[config.mk]
export PLATFORM = sky130hd
export DESIGN_NAME = aca_ii_vl_flat
export DESIGN_NICKNAME = d
export VERILOG_FILES = /design/src/rtl/aca_ii_vl_if.sv /design/src/rtl/aca_ii_vl.sv /design/src/flat_wrapper.sv
export SDC_FILE = /design/constraint.sdc
export NUM_CORES = 1
export LEC_CHECK = 0
export BUFFER_PORTS_ARGS = -buffer_cell sky130_fd_sc_hd__buf_2
export CAP_MARGIN = 40
export CORE_MARGIN = 8
export CORE_UTILIZATION = 57
export CTS_CLUSTER_SIZE = 20
export DETAILED_ROUTE_END_ITERATION = 12
export PLACE_DENSITY = 0.89
export SYNTH_ARGS = -nofsm -noshare
export SYNTH_HDL_FRONTEND = slang
export SYNTH_SLANG_ARGS = --single-unit
[constraint.sdc]
create_clock -name clk -period 3 [get_ports clk]
set_clock_uncertainty 0.1 [all_clocks]
set_input_delay 0.3 -clock clk [delete_from_list [all_inputs] [get_ports clk]]
set_output_delay 0.3 -clock clk [all_outputs]
set_load 0.005 [all_outputs]
[src/rtl/aca_ii_vl_if.sv]
// aca_ii_vl operand/result handshake bundle.
// master drives operands and out_ready; slave is the adder.
interface aca_ii_vl_if #(
  parameter int N = 16
);
  logic         in_valid;
  logic         in_ready;
  logic [N-1:0] A;
  logic [N-1:0] B;
  logic         CIN;
  logic         exact_mode;
  logic         out_valid;
  logic         out_ready;
  logic [N-1:0] SUM;
  logic         COUT;
  logic         ERR;
  logic         CORRECTED;

  modport master (
    output in_valid, A, B, CIN, exact_mode, out_ready,
    input  in_ready, out_valid, SUM, COUT, ERR, CORRECTED
  );

  modport slave (
    input  in_valid, A, B, CIN, exact_mode, out_ready,
    output in_ready, out_valid, SUM, COUT, ERR, CORRECTED
  );
endinterface

[src/rtl/aca_ii_vl.sv]
// Variable-latency error-correcting ACA-II adder.
// Optional ERR result counter: define ACA_ERR_CNT_EN.
module aca_ii_vl #(
  parameter int N = 16,
  parameter int R = 4,
  parameter int P = 4
) (
  input  logic        clk,
  input  logic        rst,
  aca_ii_vl_if.slave  bus
`ifdef ACA_ERR_CNT_EN
  ,
  output logic [15:0] err_count,
  output logic [0:0]  err_count_sat
`endif
);

  typedef enum logic {RUN, CORR} state_t;

  state_t       st, st_n;
  logic [N-1:0] sa, se, sq;
  logic         ca, ce, cq;
  logic         err;
  logic [R+P-1:0] lo_s;
  logic         lo_c;
  logic [R:0]   hi;
  logic [N-1:0] a_q, b_q;
  logic         c_q;
  logic         in_rdy, ld, cap;
  logic [N-1:0] sum_n, sum_q;
  logic         cout_n, err_n, corr_n;
  logic         cout_q, err_q, corr_q, ov_q;

  // Approximate sum: exact low window, then speculative chunks
  always_comb begin
    {lo_c, lo_s} = {1'b0, bus.A[R+P-1:0]}
                 + {1'b0, bus.B[R+P-1:0]}
                 + (R+P+1)'(bus.CIN);
    sa = '0;
    sa[R+P-1:0] = lo_s;
    ca = lo_c;
    hi = '0;
    for (int c = (R+P)/R; c < N/R; c++) begin
      hi = (R+1)'(({1'b0, bus.A[c*R-P +: R+P]}
                 + {1'b0, bus.B[c*R-P +: R+P]}) >> P);
      sa[c*R +: R] = hi[R-1:0];
      ca = hi[R];
    end
  end

  assign {ce, se} = {1'b0, bus.A} + {1'b0, bus.B}
                  + (N+1)'(bus.CIN);
  assign {cq, sq} = {1'b0, a_q} + {1'b0, b_q}
                  + (N+1)'(c_q);
  assign err = {ca, sa} != {ce, se};

  // Next state, handshake and output-register load select
  always_comb begin
    st_n   = st;
    in_rdy = 1'b0;
    ld     = 1'b0;
    cap    = 1'b0;
    sum_n  = sa;
    cout_n = ca;
    err_n  = err;
    corr_n = 1'b0;
    unique case (st)
      RUN: begin
        in_rdy = !ov_q || bus.out_ready;
        if (bus.in_valid && in_rdy) begin
          if (bus.exact_mode && err) begin
            cap  = 1'b1;
            st_n = CORR;
          end else begin
            ld = 1'b1;
          end
        end
      end
      CORR: begin
        if (!ov_q || bus.out_ready) begin
          ld     = 1'b1;
          sum_n  = sq;
          cout_n = cq;
          err_n  = 1'b1;
          corr_n = 1'b1;
          st_n   = RUN;
        end
      end
    endcase
  end

  // State register
  always_ff @(posedge clk or posedge rst) begin
    if (rst) st <= RUN;
    else     st <= st_n;
  end

  // Operand capture for the correction cycle
  always_ff @(posedge clk or posedge rst) begin
    if (rst) begin
      a_q <= '0;
      b_q <= '0;
      c_q <= 1'b0;
    end else if (cap) begin
      a_q <= bus.A;
      b_q <= bus.B;
      c_q <= bus.CIN;
    end
  end

  // Output register: load when empty or draining, else hold
  always_ff @(posedge clk or posedge rst) begin
    if (rst) begin
      ov_q   <= 1'b0;
      sum_q  <= '0;
      cout_q <= 1'b0;
      err_q  <= 1'b0;
      corr_q <= 1'b0;
    end else if (ld) begin
      ov_q   <= 1'b1;
      sum_q  <= sum_n;
      cout_q <= cout_n;
      err_q  <= err_n;
      corr_q <= corr_n;
    end else if (bus.out_ready) begin
      ov_q   <= 1'b0;
    end
  end

  assign bus.in_ready  = in_rdy;
  assign bus.out_valid = ov_q;
  assign bus.SUM       = sum_q;
  assign bus.COUT      = cout_q;
  assign bus.ERR       = err_q;
  assign bus.CORRECTED = corr_q;

`ifdef ACA_ERR_CNT_EN
  logic [15:0] cnt_q;

  // Saturating count of delivered ERR results
  always_ff @(posedge clk or posedge rst) begin
    if (rst) cnt_q <= '0;
    else if (ov_q && bus.out_ready && err_q
             && cnt_q != 16'hFFFF)
      cnt_q <= cnt_q + 16'd1;
  end

  assign err_count     = cnt_q;
  assign err_count_sat = 1'(cnt_q == 16'hFFFF);
`endif

endmodule

[src/flat_wrapper.sv]
// flat-port wrapper written by rule: the top's interface ports become plain ports
module aca_ii_vl_flat 
#(
  parameter int N = 16,
  parameter int R = 4,
  parameter int P = 4
)
  (clk, rst, bus_in_valid, bus_A, bus_B, bus_CIN, bus_exact_mode, bus_out_ready, bus_in_ready, bus_out_valid, bus_SUM, bus_COUT, bus_ERR, bus_CORRECTED);
  aca_ii_vl_if #(.N(N)) bus_i ();
  input  logic clk;
  input  logic rst;
  input wire logic [$bits(bus_i.in_valid)-1:0] bus_in_valid;
  input wire logic [$bits(bus_i.A)-1:0] bus_A;
  input wire logic [$bits(bus_i.B)-1:0] bus_B;
  input wire logic [$bits(bus_i.CIN)-1:0] bus_CIN;
  input wire logic [$bits(bus_i.exact_mode)-1:0] bus_exact_mode;
  input wire logic [$bits(bus_i.out_ready)-1:0] bus_out_ready;
  output wire logic [$bits(bus_i.in_ready)-1:0] bus_in_ready;
  output wire logic [$bits(bus_i.out_valid)-1:0] bus_out_valid;
  output wire logic [$bits(bus_i.SUM)-1:0] bus_SUM;
  output wire logic [$bits(bus_i.COUT)-1:0] bus_COUT;
  output wire logic [$bits(bus_i.ERR)-1:0] bus_ERR;
  output wire logic [$bits(bus_i.CORRECTED)-1:0] bus_CORRECTED;
  assign bus_i.in_valid = bus_in_valid;
  assign bus_i.A = bus_A;
  assign bus_i.B = bus_B;
  assign bus_i.CIN = bus_CIN;
  assign bus_i.exact_mode = bus_exact_mode;
  assign bus_i.out_ready = bus_out_ready;
  assign bus_in_ready = bus_i.in_ready;
  assign bus_out_valid = bus_i.out_valid;
  assign bus_SUM = bus_i.SUM;
  assign bus_COUT = bus_i.COUT;
  assign bus_ERR = bus_i.ERR;
  assign bus_CORRECTED = bus_i.CORRECTED;
  aca_ii_vl #(.N(N), .R(R), .P(P)) u_core (.clk(clk), .rst(rst), .bus(bus_i));
endmodule
==> results of run 1 <==
worst min-delay path by stage:
stage,to,slack [ns],start
after floorplan,u_core.a_q[15],0.35,bus_A[15]
after global placement,u_core.b_q[14],0.22,rst
after detailed placement,u_core.b_q[14],0.22,rst
after CTS,u_core.a_q[4],0.13,bus_A[4]
after global routing,u_core.b_q[10],0.13,bus_B[10]
final,u_core.a_q[10],0.13,bus_A[10]
placed cells by master, fill, tap and decap left out, types with 3 or more instances in the layout:
master	instances
dfrtp_1	54
nand3_1	9
buf_2	58
nor3_1	4
xor2_1	6
xnor2_1	16
ha_1	30
nand4_1	4
nor2_1	9
mux2_2	6
and2_1	4
o211ai_1	3
buf_4	5
o21ai_0	17
o21bai_1	3
mux2_4	25
and3_1	4
a31oi_1	3
a211oi_1	4
fa_1	4
nand2b_1	4
a21o_1	4
a311o_1	4
mux2i_1	18
inv_1	14
nand2_1	22
clkbuf_8	6
a21oi_1	26
cell families (layout without fill, tap and decap cells):
kind of cell	after synthesis	after routing	share of synthesized area
xor+xnor	22	22	0.0520
flops	54	54	0.364
fa+ha+maj	34	34	0.123
simple gates	72	72	0.104
buf+inv	25	88	0.0388
mux	49	49	0.168
compound gates	85	85	0.150
area by class of cell:
type	count	area, um2	area share
Multi-Input combinational cell	262	2210	0.525
Tap cell	77	96.3	0.0228
Clock buffer	6	82.6	0.0196
Sequential cell	54	1350	0.320
Inverter	15	56.3	0.0133
Timing Repair Buffer	65	358	0.0848
Clock inverter	2	60.1	0.0142
metrics by stage:
stage	power (W)	utilization	hold WS, ns	setup WS [ns]
3_5_place_dp	0.00190	0.644	0.217	0.169
3_3_place_gp	0.00186	0.644	0.216	0.251
5_1_grt	0.00265	0.668	0.133	0.0650
4_1_cts	0.00250	0.668	0.129	0.269
2_1_floorplan	0.00162	-	0.349	0.543
6_report	0.00250	0.668	0.134	0.280
repair_timing:
item	in CTS	in global routing
resized for setup	0	0
hold buffers	1	0
endpoints found under the hold margin	19	0
power by group:
part           leakage [nW]  internal [W]  switching (W)
Combinational          1.41      0.000449       0.000448
Clock                0.0714      0.000356       0.000243
Sequential            0.700      0.000894       0.000111
per-layer routing:
layer / routed length (um) / share of wire / track usage / vias up
met1: 3850 / 0.44 / 0.230 / 1451
li1: - / - / - / 1387
met5: 0 / 0 / 0 / -
met3: 555 / 0.064 / 0.0441 / 20
met2: 4130 / 0.47 / 0.303 / 124
met4: 187 / 0.021 / 0.0627 / 0
sequential cells by signal, summed over array words and instances, names as in the netlist:
register,cells
u_core.a_q,16
u_core.b_q,16
u_core.bus.CORRECTED,1
u_core.bus.COUT,1
u_core.bus.ERR,1
u_core.bus.SUM,16
u_core.bus.out_valid,1
u_core.c_q,1
u_core.st,1
==> impl_metrics.toml, run 1 <==
[route]
drt_iter0_drc = 188
drt_pass1_iterations = 5
ant_nets = 0
post-route-drc-count = 0
routedWlPerCell_um = 18.1
num_vias = 2982
vias_per_cell = 6.20
drt_wl_total_um = 8730

[flow_run]
maxCapViolCount = 0

[placed_design]
dp.cells = 472
place_area_um2 = 4070
port_buffers = 58
gp_congestion = 0.891
dp_hpwl_um = 6710

[floorplanning]
die_y_um = 96.7
die_x_um = 96.7
dieArea_um2 = 9340
coreArea_um2 = 6310
ioPinCount = 59
rows = 29
start_util = 0.587

[critical_path]
r2r-start = "u_core.b_q[0]"
cp_top_family = "compound AO/OA/AOI/OAI gates"
slowest_stage = "fa_1"
cp-startpoint = "u_core.b_q[0]"
cp.arrival_ns = 2.80
end_kind = "flip-flop"
critical_path.cell_chain = "inv_1 > fa_1 > inv_1 > fa_1 > a211oi_1 > o211ai_1 > nand3_1 > o21ai_0 > a221oi_1 > o221ai_1"
critical_path_class = "reg -> reg"
crit_fanout = 5
r2r_setup_slack_ns = 0.28
cp-start-kind = "flip-flop"
critPathCapture = "u_core.bus.COUT"
path_buf_inv = 2
path_depth = 10
slowest_delay_ns = 0.43
cp_data_required_time_ns = 3.08
r2r.worst_path.cells = 10
rr_endpoint = "u_core.bus.COUT"

[cts]
cts_setup_buffers = 0
insertion_delay_ns = 0.30
cts_tree = "yes"
htreeDepth = 2
cts_made_buffers = 5
cts.clk_slew.worst_paths_ns = 0.10
root_buffer = "clkbuf_8"
cts_buffer_depth = 2
clock_sinks = 54

[grt]
grt_max_degree = 36
grt_pass1_vias = 3061
grt_first_pass_wirelength_um = 14700
antenna_found_initial = 0
grt-ovfl-total = 0
track_usage = 0.184

[outcome]
status = "finished clean"

[synth]
syn_area_um2 = 3710
synthTopCellsByCount = "dfrtp_1 (54), ha_1 (30), a21oi_1 (26)"
syn_avg_cell_area_um2 = 10.9
async_reset_ff_frac = 1.00
ys_ff_latch = 54
synth_top_area_share = 0.364
synth_edf_count = 0
ys_seq_area_frac = 0.364
yosysUniqueCellTypes = 54
syn-instance-count = 341
synth_area_leaders = "dfrtp_1 (36%), ha_1 (10%), mux2_4 (10%), mux2i_1 (4.9%), xnor2_1 (3.8%)"
synth_top_area_cell = "dfrtp_1"
syn_nets = 413
synth.most_common_cell = "dfrtp_1"
ys_warn_count = 0
synth-main-ff-cell = "dfrtp_1"

[sta]
tns_ns = 0
final_max_slew_viol_count = 0
worstMarginPinSlew_ns = 0.801
timing.final.crit_share = 0.907
hold_violations = 0
max_freq_mhz = 368
setup_viol = 0
fin_crit_ns = 2.72
rsz0062_at_grt = "false"
slew_headroom = 0.462

[min_path]
min_path_type = "in -> reg"
hold_depth = 2

[finish]
diodes = 0
area_growth_pct = 13.8
fillers = 478
drive_above_1_share = 0.272
layout.nets = 475
fin_area_um2 = 4220
instances_no_fill = 481

[power]
cellPowerDensity_nw_per_um2 = 593
power_leakage_nw = 2.18
ir_worst_vdd_v = 0.000408
Power figures use the tool's default switching activity.
==> inputs of run 2 (changes only) <==
==> constraint.sdc (replaced) <==
create_clock -name clk -period 3 [get_ports clk]
set_clock_uncertainty 0.1 [all_clocks]
set_input_delay 0.45 -clock clk [delete_from_list [all_inputs] [get_ports clk]]
set_output_delay 0.45 -clock clk [all_outputs]
set_load 0.005 [all_outputs]
==> impl_metrics.toml, run 2 (synthesis gave the netlist of run 1 again) <==
[finish]
layout.nets = 475
diodes = 0
layout_commonest_cell = "buf_2"
drive_above_1_share = 0.275
area_growth_pct = 12.6
final_cell_mix = "buf_2 (58), dfrtp_1 (54), ha_1 (30)"

[critical_path]
crit_fanout = 5
cp-start-kind = "flip-flop"
r2r-start = "u_core.b_q[0]"
critical_path.cell_chain = "inv_1 > fa_1 > inv_1 > fa_1 > a211oi_1 > o211ai_1 > nand3_1 > o21ai_0 > a221oi_1 > o221ai_1"
path_buf_inv = 2
slowest_delay_ns = 0.42
cp.arrival_ns = 2.89
cp_data_required_time_ns = 3.10
rr_endpoint = "u_core.bus.COUT"
r2r.worst_path.cells = 10
r2r_setup_slack_ns = 0.22
slowest_stage = "fa_1"
end_kind = "flip-flop"
cp_top_family = "compound AO/OA/AOI/OAI gates"
critical_path_class = "reg -> reg"

[floorplanning]
rows = 29
ioPinCount = 59
die_y_um = 96.7
die_x_um = 96.7
dieArea_um2 = 9340
coreArea_um2 = 6310
start_util = 0.587

[grt]
grt_max_degree = 34
grt_first_pass_wirelength_um = 15100
track_usage = 0.193
grt-ovfl-total = 0
grt_pass1_vias = 3202
antenna_found_initial = 0

[route]
post-route-drc-count = 0
routedWlPerCell_um = 18.9
ant_nets = 0
vias_per_cell = 6.21
drt_wl_total_um = 9090
drt_pass1_iterations = 4
num_vias = 2988
drt_iter0_drc = 186

[cts]
cts_made_buffers = 5
cts_buffer_depth = 2
cts.clk_slew.worst_paths_ns = 0.11
cts_setup_buffers = 0
insertion_delay_ns = 0.32
htreeDepth = 2
root_buffer = "clkbuf_8"
clock_sinks = 54
cts_tree = "yes"
postCtsHoldBufs = 0
cts_resized = 0

[placed_design]
gp_congestion = 0.924
dp_hpwl_um = 7090
port_buffers = 58

[sta]
final_max_slew_viol_count = 0
worstMarginPinSlew_ns = 0.881
timing.final.crit_share = 0.928
tns_ns = 0
setup_viol = 0
hold_violations = 0
rsz0062_at_grt = "false"
slew_headroom = 0.409
max_freq_mhz = 359
fin_crit_ns = 2.78

[min_path]
min_path_type = "in -> async"

[power]
p_sw_w = 0.000830
ir_worst_vdd_v = 0.000284
p_seq_frac = 0.432
p_int_w = 0.00151
power.share.clock = 0.181
power_leakage_nw = 2.16
pwr-share-comb = 0.387
p_sw_frac = 0.355
cellPowerDensity_nw_per_um2 = 559
p_total_w = 0.00234

[outcome]
status = "finished clean"

[flow_run]
maxCapViolCount = 0
run 2: changes by cell type in the layout (fill, tap and decap cells not counted):
cell / before / now
bufinv_16: 2 / 0
buf_12: 1 / 2
dlygate4sd3_1: 1 / 0
clkinv_2: 0 / 1
clkinvlp_4: 0 / 1
clkbuf_8: 6 / 5
clkinv_4: 0 / 1
run 2: area by class of cell:
class | instances | area (um2)
Inverter | 15 | 56.3
Clock buffer | 5 | 68.8
Sequential cell | 54 | 1350
Fill cell | 502 | 2140
Timing Repair Buffer | 65 | 368
Clock inverter | 3 | 21.3
Multi-Input combinational cell | 262 | 2210
Tap cell | 77 | 96.3
run 2: power groups by stage:
stage / registers [W] / clock network, W / logic, W
final: 0.00101 / 0.000423 / 0.000904
after global routing: 0.00103 / 0.000454 / 0.000998
after CTS: 0.00101 / 0.000426 / 0.000904
after detailed placement: 0.00102 / 0 / 0.000895
after global placement: 0.00101 / 0 / 0.000850
after floorplan: 0.000992 / 0 / 0.000631
run 2: how the worst max path moves through the flow:
| stage | start | to | slack [ns] | cells past startpoint |
|---|---|---|---|---|
| 6_report | u_core.b_q[0] | u_core.bus.COUT | 0.22 | 10 |
| 5_1_grt | u_core.b_q[0] | u_core.bus.COUT | 0.06 | 10 |
| 4_1_cts | u_core.b_q[0] | u_core.bus.COUT | 0.22 | 10 |
| 3_5_place_dp | bus_CIN | u_core.bus.SUM[8] | 0.13 | 10 |
| 3_3_place_gp | bus_CIN | u_core.bus.SUM[3] | 0.19 | 10 |
| 2_1_floorplan | bus_CIN | u_core.a_q[0] | 0.39 | 10 |
run 2: through the flow:
step           utilization  hold WS (ns)  worst slack (ns)  area [um2]  std cells
6_report             0.662        0.0148             0.216        4180        481
5_1_grt              0.662        0.0494            0.0559        4180        481
4_1_cts              0.662        0.0288             0.224        4180        481
3_5_place_dp         0.647         0.381             0.133        4090        473
3_3_place_gp         0.647         0.367             0.191        4090        473
2_1_floorplan            -         0.371             0.393        3710        341
run 2: worst register-to-register path, delay by kind of cell, from the launching register on:
kind,cells,cell delay [ns]
and+or+nand+nor,1,0.24
buffers and inverters,2,0.14
DFF,1,0.40
adders and majority gates,2,0.62
AOI/OAI and AO/OA,5,1.17
run 2: metal layers:
metal / up-vias / GRT usage / wire length (um)
met5: - / 0 / 0
met1: 1463 / 0.228 / 3890
met3: 23 / 0.0455 / 532
met4: 0 / 0.101 / 265
li1: 1391 / - / -
met2: 111 / 0.317 / 4400
==> inputs of run 3 (changes only) <==
--- a/config.mk
+++ b/config.mk
@@ -7,7 +7,6 @@
 export LEC_CHECK = 0
 export BUFFER_PORTS_ARGS = -buffer_cell sky130_fd_sc_hd__buf_2
 export CAP_MARGIN = 40
-export CORE_MARGIN = 8
 export CORE_UTILIZATION = 57
 export CTS_CLUSTER_SIZE = 20
 export DETAILED_ROUTE_END_ITERATION = 12
==> constraint.sdc (replaced) <==
create_clock -name clk -period 3 [get_ports clk]
set_clock_uncertainty 0.1 [all_clocks]
set_input_delay 0.45 -clock clk [delete_from_list [all_inputs] [get_ports clk]]
set_output_delay 0.45 -clock clk [all_outputs]
set_load 0.1 [all_outputs]
==> impl_metrics.toml, run 3 (synthesis gave the netlist of run 1 again) <==
[outcome]
status = "finished, violations left"
violations = "design-rule violations"

[grt]
grt-ovfl-total = 0
grt_first_pass_wirelength_um = 13800
grt_pass1_vias = 2867
track_usage = 0.266
grt_max_degree = 55
antenna_found_initial = 0

[power]
p_total_w = 0.00295
ir_worst_vdd_v = 0.000413
power_leakage_nw = 2.17
cellPowerDensity_nw_per_um2 = 703

[min_path]
min_path_type = "in -> async"

[critical_path]
cp_data_required_time_ns = 3.06
rr_endpoint = "u_core.bus.COUT"
cp-start-kind = "flip-flop"
end_kind = "flip-flop"
cp.arrival_ns = 2.91
r2r.worst_path.cells = 10
slowest_stage = "fa_1"
cp-startpoint = "u_core.c_q"
slowest_delay_ns = 0.43
r2r-start = "u_core.c_q"
critical_path.cell_chain = "inv_1 > fa_1 > inv_1 > fa_1 > a211oi_1 > o211ai_1 > nand3_1 > o21ai_0 > a221oi_1 > o221ai_1"
r2r_setup_slack_ns = 0.15
critical_path_class = "reg -> reg"
crit_fanout = 5

[sta]
tns_ns = 0
rsz0062_at_grt = "false"
hold_violations = 0
whs_ns = 0.213
timing.final.crit_share = 0.951
slew_headroom = 0.415
max_freq_mhz = 350
worstMarginPinSlew_ns = 0.876
setup_viol = 0
final_max_slew_viol_count = 0
fin_crit_ns = 2.85

[finish]
diodes = 0
fillers = 484
area_growth_pct = 12.9
layout.nets = 476
fin_area_um2 = 4190
final_cell_mix = "buf_2 (58), dfrtp_1 (54), ha_1 (30)"
layout_commonest_cell = "buf_2"
drive_above_1_share = 0.272

[floorplanning]
ioPinCount = 59
start_util = 0.587
coreArea_um2 = 6310
die_y_um = 82.7
die_x_um = 82.7
dieArea_um2 = 6830
rows = 29

[route]
post-route-drc-count = 2
drt_pass1_iterations = 9
ant_nets = 0
drt_iter0_drc = 202
drt_wl_total_um = 8690
vias_per_cell = 6.31
num_vias = 3040
routedWlPerCell_um = 18.0

[placed_design]
gp_congestion = 0.912
place_area_um2 = 4080
dp_hpwl_um = 6330
port_buffers = 58

[cts]
cts_setup_buffers = 0
cts_tree = "yes"
postCtsHoldBufs = 0
cts.clk_slew.worst_paths_ns = 0.10
cts_made_buffers = 5
htreeDepth = 2
root_buffer = "clkbuf_8"
insertion_delay_ns = 0.32
clock_sinks = 54
cts_buffer_depth = 2
cts_resized = 0

[flow_run]
maxCapViolCount = 0
run 3: changes by cell type in the layout (fill, tap and decap cells not counted):
cell,before,now
clkinvlp_4,1,0
buf_4,5,7
buf_12,2,1
bufinv_16,0,1
clkinv_2,1,0
clkbuf_1,0,2
clkinv_4,1,0
run 3: worst max path at each step:
| stage | slack [ns] | to | depth (start not counted) |
|---|---|---|---|
| floorplan | 0.39 | u_core.a_q[0] | 10 |
| global placement | 0.24 | u_core.a_q[2] | 10 |
| CTS | 0.23 | u_core.bus.COUT | 10 |
| global route | 0.007 | u_core.bus.COUT | 10 |
| detailed placement | 0.14 | u_core.b_q[4] | 10 |
| finish | 0.15 | u_core.bus.COUT | 10 |
run 3: per-layer routing:
metal  track usage  routed length, um  vias up
met1         0.343               3730     1485
met2         0.461               4280      138
li1              -                  -     1390
met5             0                  0        -
met4        0.0828                218        0
met3        0.0363                463       27
run 3: area by class of cell:
class                   count  area, um2  share of cell area
clock buffers               7       76.3              0.0182
repair buffers             66        363              0.0866
flip-flops and latches     54       1350               0.323
well taps                  77       96.3              0.0230
multi-input cells         262       2210               0.529
clock inverters             1       30.0             0.00717
inverters                  15       56.3              0.0134
run 3: critical path, delay by kind of cell (launching register included):
kind / cells / cell delay [ns]
buffers and inverters: 2 / 0.14
AO/OA/AOI/OAI: 5 / 1.18
adder cells (fa/ha/maj): 2 / 0.64
AND/OR/NAND/NOR: 1 / 0.25
flip-flops: 1 / 0.40
run 3: power breakdown:
part           total [W]  leakage [nW]  switching [W]  internal (W)
clock network   0.000491        0.0524       0.000240      0.000250
logic            0.00145          1.41       0.000997      0.000451
registers        0.00101         0.700       0.000114      0.000894
total            0.00295          2.17        0.00135       0.00160
run 3: through the flow:
stage,util,instances,worst slack [ns]
floorplan,-,341,0.393
global placement,0.646,474,0.238
detailed placement,0.646,474,0.145
CTS,0.663,482,0.226
global route,0.663,482,0.00654
finish,0.663,482,0.146
